<file path="src/rtl/tag_resolver.sv">
// Tag register and response resolver: combines per-key match vectors into tag/TSC tag,
// reports popcount, and walks tagged rows lowest-index first over a valid/ready port.
module tag_resolver #(
  parameter int DATA_DEPTH = 128,
  parameter int NUM_KEY    = 3,
  parameter int IDX_W      = 7
) (
  input  logic                          clk,
  input  logic                          rst,
  input  logic [NUM_KEY*DATA_DEPTH-1:0] match_in,
  input  logic [NUM_KEY-1:0]            key_mask,
  input  logic [DATA_DEPTH-1:0]         tsc_in,
  input  logic [2:0]                    op,
  input  logic                          op_valid,
  output logic [DATA_DEPTH-1:0]         tag,
  output logic [DATA_DEPTH-1:0]         tag_tsc,
  output logic                          any_tag,
  output logic [IDX_W:0]                tag_count,
  input  logic                          scan_start,
  output logic                          idx_valid,
  input  logic                          idx_ready,
  output logic [IDX_W-1:0]              idx_out,
  output logic                          scan_done,
  output logic                          busy,
  output logic [1:0]                    scan_state
);

  localparam logic [2:0] OP_LOAD    = 3'd1;
  localparam logic [2:0] OP_AND_ACC = 3'd2;
  localparam logic [2:0] OP_OR_ACC  = 3'd3;
  localparam logic [2:0] OP_SET_ALL = 3'd4;
  localparam logic [2:0] OP_CLEAR   = 3'd5;

  typedef enum logic [1:0] {
    S_IDLE = 2'd0,
    S_SCAN = 2'd1,
    S_DONE = 2'd2
  } scan_state_e;

  scan_state_e             state;
  logic [DATA_DEPTH-1:0]   comb;
  logic [DATA_DEPTH-1:0]   scan_vec;
  logic [DATA_DEPTH-1:0]   scan_vec_next;
  logic [IDX_W-1:0]        lowest_idx;
  logic                    handshake;

  // A key with mask 0 drops out of the AND; no participating keys yields all ones.
  always_comb begin
    comb = '1;
    for (int k = 0; k < NUM_KEY; k++) begin
      if (key_mask[k]) comb = comb & match_in[k*DATA_DEPTH +: DATA_DEPTH];
    end
  end

  always_ff @(posedge clk or negedge rst) begin
    if (!rst) begin
      tag     <= '0;
      tag_tsc <= '0;
    end else if (op_valid) begin
      case (op)
        OP_LOAD: begin
          tag     <= comb;
          tag_tsc <= comb & tsc_in;
        end
        OP_AND_ACC: begin
          tag     <= tag & comb;
          tag_tsc <= tag_tsc & comb & tsc_in;
        end
        OP_OR_ACC: begin
          tag     <= tag | comb;
          tag_tsc <= tag_tsc | (comb & tsc_in);
        end
        OP_SET_ALL: tag <= '1;
        OP_CLEAR: begin
          tag     <= '0;
          tag_tsc <= '0;
        end
        default: ;
      endcase
    end
  end

  always_comb begin
    tag_count = '0;
    for (int i = 0; i < DATA_DEPTH; i++) begin
      tag_count = tag_count + (IDX_W+1)'(tag[i]);
    end
  end

  assign any_tag = |tag;

  // Descending loop so the lowest set bit is the last (winning) assignment.
  always_comb begin
    lowest_idx = '0;
    for (int i = DATA_DEPTH-1; i >= 0; i--) begin
      if (scan_vec[i]) lowest_idx = IDX_W'(i);
    end
  end

  // Handshake: idx_out transfers on a rising edge where idx_valid and idx_ready are
  // both high; idx_valid never drops and idx_out never changes before that transfer.
  assign handshake     = (state == S_SCAN) && idx_ready;
  assign scan_vec_next = scan_vec & (scan_vec - 1'b1);

  always_ff @(posedge clk or negedge rst) begin
    if (!rst) begin
      state    <= S_IDLE;
      scan_vec <= '0;
    end else begin
      case (state)
        S_IDLE: begin
          if (scan_start) begin
            scan_vec <= tag;
            state    <= (tag != '0) ? S_SCAN : S_DONE;
          end
        end
        S_SCAN: begin
          if (handshake) begin
            scan_vec <= scan_vec_next;
            if (scan_vec_next == '0) state <= S_DONE;
          end
        end
        S_DONE:  state <= S_IDLE;
        default: state <= S_IDLE;
      endcase
    end
  end

  assign idx_valid  = (state == S_SCAN);
  assign idx_out    = idx_valid ? lowest_idx : '0;
  assign scan_done  = (state == S_DONE);
  assign busy       = (state != S_IDLE);
  assign scan_state = state;

endmodule
</file>
<file path="config.mk">
export PLATFORM = sky130hd
export DESIGN_NAME = tag_resolver
export DESIGN_NICKNAME = d
export VERILOG_FILES = /design/src/rtl/tag_resolver.sv
export SDC_FILE = /design/constraint.sdc
export NUM_CORES = 2
export LEC_CHECK = 0
export ABC_AREA = 1
export ABC_CLOCK_PERIOD_IN_PS = 12300
export BUFFER_PORTS_ARGS = -buffer_cell sky130_fd_sc_hd__buf_2
export CAP_MARGIN = 10
export CORE_ASPECT_RATIO = 1.4
export CORE_MARGIN = 3
export CORE_UTILIZATION = 30
export CTS_CLUSTER_SIZE = 28
export DETAILED_ROUTE_END_ITERATION = 16
export HOLD_SLACK_MARGIN = 0.15
export PLACE_DENSITY = 0.6
export SYNTH_ARGS = -nofsm -noshare
export SYNTH_HDL_FRONTEND = slang
export SYNTH_SLANG_ARGS = --single-unit
</file>
<file path="constraint.sdc">
create_clock -name clk -period 12.3 [get_ports clk]
set_input_delay 3.075 -clock clk [delete_from_list [all_inputs] [get_ports clk]]
set_output_delay 3.075 -clock clk [all_outputs]
set_load 0.005 [all_outputs]
</file>
### Yosys cells after proc, flatten, opt, wreduce, memory -nomap -nowiden

Index checks and enable logic that the tools add are counted.

* register bits after elaboration: 386
* bits of input ports: 523
* output and inout port bits: 277
* logic and storage cells: 306

* $add $sub $neg: 128
* eq/ne operators: 10
* muxes and demuxes: 142
* bitwise gates (word level): 9
* reductions and logical operators: 13

Operator list (number)
* 8-bit by 1-bit adder with 8-bit output: 120
* 7-bit 2-to-1 mux: 129
* 128-bit bitwise AND: 7
* 128-bit 2-to-1 mux: 5
* 128-bit case mux with 5 select lines: 1
* 128-bit case mux with 4 select lines: 1
* 128-bit OR: 2
* 128-bit case mux with 2 select lines: 1
* 128-bit logical NOT: 1
* 128-bit nonzero test: 1
* 128-bit OR reduction: 1
* 128-bit by 1-bit subtractor with 128-bit output (second input constant): 1
* 7-bit by 1-bit adder with 8-bit output: 1
* 2-bit 2-to-1 mux: 4
* 6-bit by 1-bit adder with 7-bit output: 1
* 5-bit by 1-bit adder with 6-bit output: 1
* 3-bit by 2-bit equality test with 1-bit output (second input constant): 2
* 3-bit equality test (second input constant): 2
* 3-bit AND reduction: 2
* 4-bit by 1-bit adder with 5-bit output: 1
* 5-bit nonzero test: 1
* 3-bit by 1-bit adder with 4-bit output: 1
* 2-bit by 1-bit != test with 1-bit output (second input constant): 2
* 2-bit case mux with 2 select lines: 1
* other kinds (11): 13

### Longest topological paths before layout

* word-level depth: 129
* depth in mapped cells: 127
* gate-level depth less buffers: 127

### Least setup slack after synthesis

OpenSTA, ideal clock, no wires.

* path type: flip-flop to output port
* start point: register tag[101]
* end point: output tag_count[6]
* arrival time: 6.702 ns
* required time: 9.225 ns
* setup slack: 2.523 ns
* stages on the path, launching flop included: 25
* buffers on the path: 0
* cell sequence: dfrtp_1 > fa_1 > inv_1 > fa_1 > inv_1 > fa_1 > inv_1 > fa_1 > fa_1 > inv_1 > fa_1 > inv_1 > fa_1 > fa_1 > fa_1 > fa_1 > inv_1 > ha_1 > inv_1 > fa_1 > o21ai_0 > a21oi_1 > nor2_1 > nor2_1 > xor2_1

* word-level cells in the longest chain between the ends: 27

RTL lines
* from (decl): RTL line 15 `output logic [DATA_DEPTH-1:0] tag,`
* from (signal assigned): RTL line 62 `tag <= comb;`
* from (signal assigned): RTL line 66 `tag <= tag & comb;`
* from (signal assigned): RTL line 70 `tag <= tag | comb;`
* 8-bit by 1-bit adder with 8-bit output (27 in series): RTL line 86 `tag_count = tag_count + (IDX_W+1)'(tag[i]);`
* to (decl): RTL line 18 `output logic [IDX_W:0] tag_count,`

Every way passes these cells.

### Worst setup path in the final report

* start point: register tag[113]
* end point: output tag_count[6]

* word-level cells in the longest chain between the ends: 15

RTL lines (RTL line)
* 8-bit by 1-bit adder with 8-bit output (15 in series): 86

Every way passes these cells.

==> impl_results.md <==
- Status: finished, final reports clean
- Final setup vio count: 0
- F_max: 0.0886 GHz
- Worst EP required: 9.22 ns
- Nature of the critical path startpoint: flop
- Drc violations: 0
- Antenna-violating nets left: 0
- DRT Pass-1 Iters: 7
- Post_cts resized: 0
- Initial antenna violation count: 25
- I/O Pins: 800
- Postcts setup bufs: 0
- Yosys top cell by area: dfrtp_1
- Fin crit share: 91.7%
- Seq cells post-synth: 386
- Inserted Clock Buffers: 48
- Gr ovfl total: 0
- Clock tree root driver cell: clkbuf_16
- Cells after Synth: 4,032
- Tightest Pin Transition: 1.15 ns
- Initial Util: 30.4%
- Clock Skew: 0.0287 ns
- Final Hold Viols: 0
- Row count: 134
- H-tree levels: 2
- Post-DP HPWL: 118,000 um
- CTS tree: built
- Top post-synthesis cells by area: dfrtp_1 33%, inv_1 9.0%, o21ai_0 8.7%, fa_1 7.9%, a21oi_1 6.8%
- Ys Warns: 0
- Clk slew on worst S/H paths: 0.06 ns
- Crit Path Class: reg2out
- Area share of the largest cell type after synthesis: 33.2%
- Clock latency on the worst-skew pair: 0.62 ns
- Syn Std Cell Area: 0.0291 mm^2
- Vias in the first global route: 31,300
- Nets: 5,334
- Largest net degree at the start of global routing: 257
- Average size of a mapped cell: 7.22 um^2
- Routed wire length: 152,000 um
- Post-CTS Hold Buffers: 0
- First-pass GRT wire length: 218,000 um
- Via density: 5.38
- Share of cells above drive strength 1: 21.9%
- CP max-delay cell: fa_1
- Routed len/inst: 25.3 um
- Vias: 32,400
- Chip Width: 269 um
- Gr usage total: 29.0%
- Core area: 0.0957 mm^2
- Worst Setup End Kind: primary output
- Worst Hold Class: reg2reg
- Crit Path Max Fanout: 5
- Synth unique cells: 41
- Setup TNS: 0 ns
- Worst slew margin: 23.1%
- RePlAce Congestion: 0.974
- Max Cap Viol: 0
- Die Area: 0.101 mm^2
- Sink Count: 386
- Sequential area share after synthesis: 33.2%
- Syn Nets: 4,697
- I/O Buffers: 799
- Iter 0 DRT Violations: 3,219
- Worst path most repeated cell: fa_1
- RSZ-0062 raised after global routing: no
- Critical Path Max Stage Delay: 0.60 ns
- Clock buffer depth: 3
- Layout area overhead: 23.4%
- Max-slew violations: 0
- Die height: 375 um
- Worst Path Arrival: 8.21 ns
- Final Critical Period: 11.29 ns
==> synth_stat cells, drive strengths merged <==
library cell / count
clkbuf: 197
o221ai: 20
a41oi: 3
o211ai: 23
dfrtp: 386
nand3: 25
fa: 115
a211oi: 1
nor2: 285
o2111ai: 1
or2: 1
buf: 42
a22o: 20
o41ai: 2
nand2: 507
nand4: 41
a2111oi: 1
clkinv: 20
o21ai: 587
ha: 27
o21bai: 131
inv: 790
a31oi: 15
and3: 1
o31ai: 7
o22ai: 180
or4: 3
bufinv: 16
o211a: 1
nor4: 43
nor4b: 1
o32ai: 108
a21oi: 395
xnor2: 1
xor2: 4
nor3: 32
==> layer usage <==
layer	track usage [%]	part of all wire, %
met5	0	0.0046
met4	15.9	6.4
met3	6.33	8.4
met1	36.2	39
met2	46.5	46
==> kinds of logic (layout without fill, tap and decap cells) <==
family,Yosys count,in the layout,share of synthesized area (%)
DFF,386,386,33.2
buffers and inverters,1065,1740,14.5
xor gates and xnor gates,5,5,0.150
AOI/OAI and AO/OA,1495,1495,30.0
adders and majority gates,142,142,9.07
and+or+nand+nor,939,939,13.1
other,0,17,0
==> critical path, delay by kind of cell (launching register included) <==
family                     cells  cell delay, ns
adders and majority gates     12            5.60
AOI/OAI and AO/OA              2            0.67
buffers and inverters          8            0.62
DFF                            1            0.38
and+or+nand+nor                2            0.18
xor gates and xnor gates       1            0.14
==> flip-flops by register name, summed over array words and instances, names as in the netlist <==
register	count
tag_tsc	128
tag	128
scan_state	2
scan_vec	128
==> through the flow <==
step           hold slack [ns]  instance area, um^2  instances  utilization [%]  setup WS [ns]
6_report                 0.542                35900       6016             37.5           1.01
5_1_grt                  0.560                35900       6008             37.5          0.269
4_1_cts                  0.539                35900       5999             37.5          0.999
3_5_place_dp             0.524                34200       5911             35.7           1.69
3_3_place_gp             0.513                34200       5911             35.7           1.76
2_1_floorplan            0.500                29100       4032                -           2.52
==> cell type report <==
cell class / instances / area (um^2)
clock inverters: 19 / 288
multi-input cells: 2581 / 15300
flip-flops and latches: 386 / 9660
diodes: 17 / 42.5
inverters: 826 / 3340
repair buffers: 826 / 4270
fillers: 10200 / 59800
clock buffers: 69 / 1410
well taps: 1292 / 1620
==> placed cells by master (no fill, tap or decap), types with 22 or more instances in the layout <==
master,instances
ha_1,27
clkbuf_16,49
buf_2,798
o21bai_1,131
inv_2,90
inv_1,693
o21ai_1,79
nor4_1,43
o21ai_0,508
nand2_1,506
nor3_1,30
nand3_1,23
a21oi_1,392
o211ai_1,23
o22ai_1,180
fa_1,115
dfrtp_1,386
buf_4,22
nand4_1,41
o32ai_1,108
nor2_1,283
==> path summary, 6_finish.rpt <==
path / startpoint / end / slack, ns / cells after the start
hold reg to reg: scan_vec[3] / scan_vec[3] / 0.54 / 2
setup reg to reg: scan_vec[1] / scan_state[1] / 3.58 / 28
min in group asynchronous: rst / tag_tsc[84] / 2.46 / 1
setup / recovery: tag[113] / tag_count[6] / 1.01 / 25
max in group asynchronous: rst / tag[26] / 7.73 / 3
hold / removal: scan_vec[3] / scan_vec[3] / 0.54 / 2
Power is not shown: default switching activity piles up to over one toggle a cycle in this logic, so the estimate is an artifact.
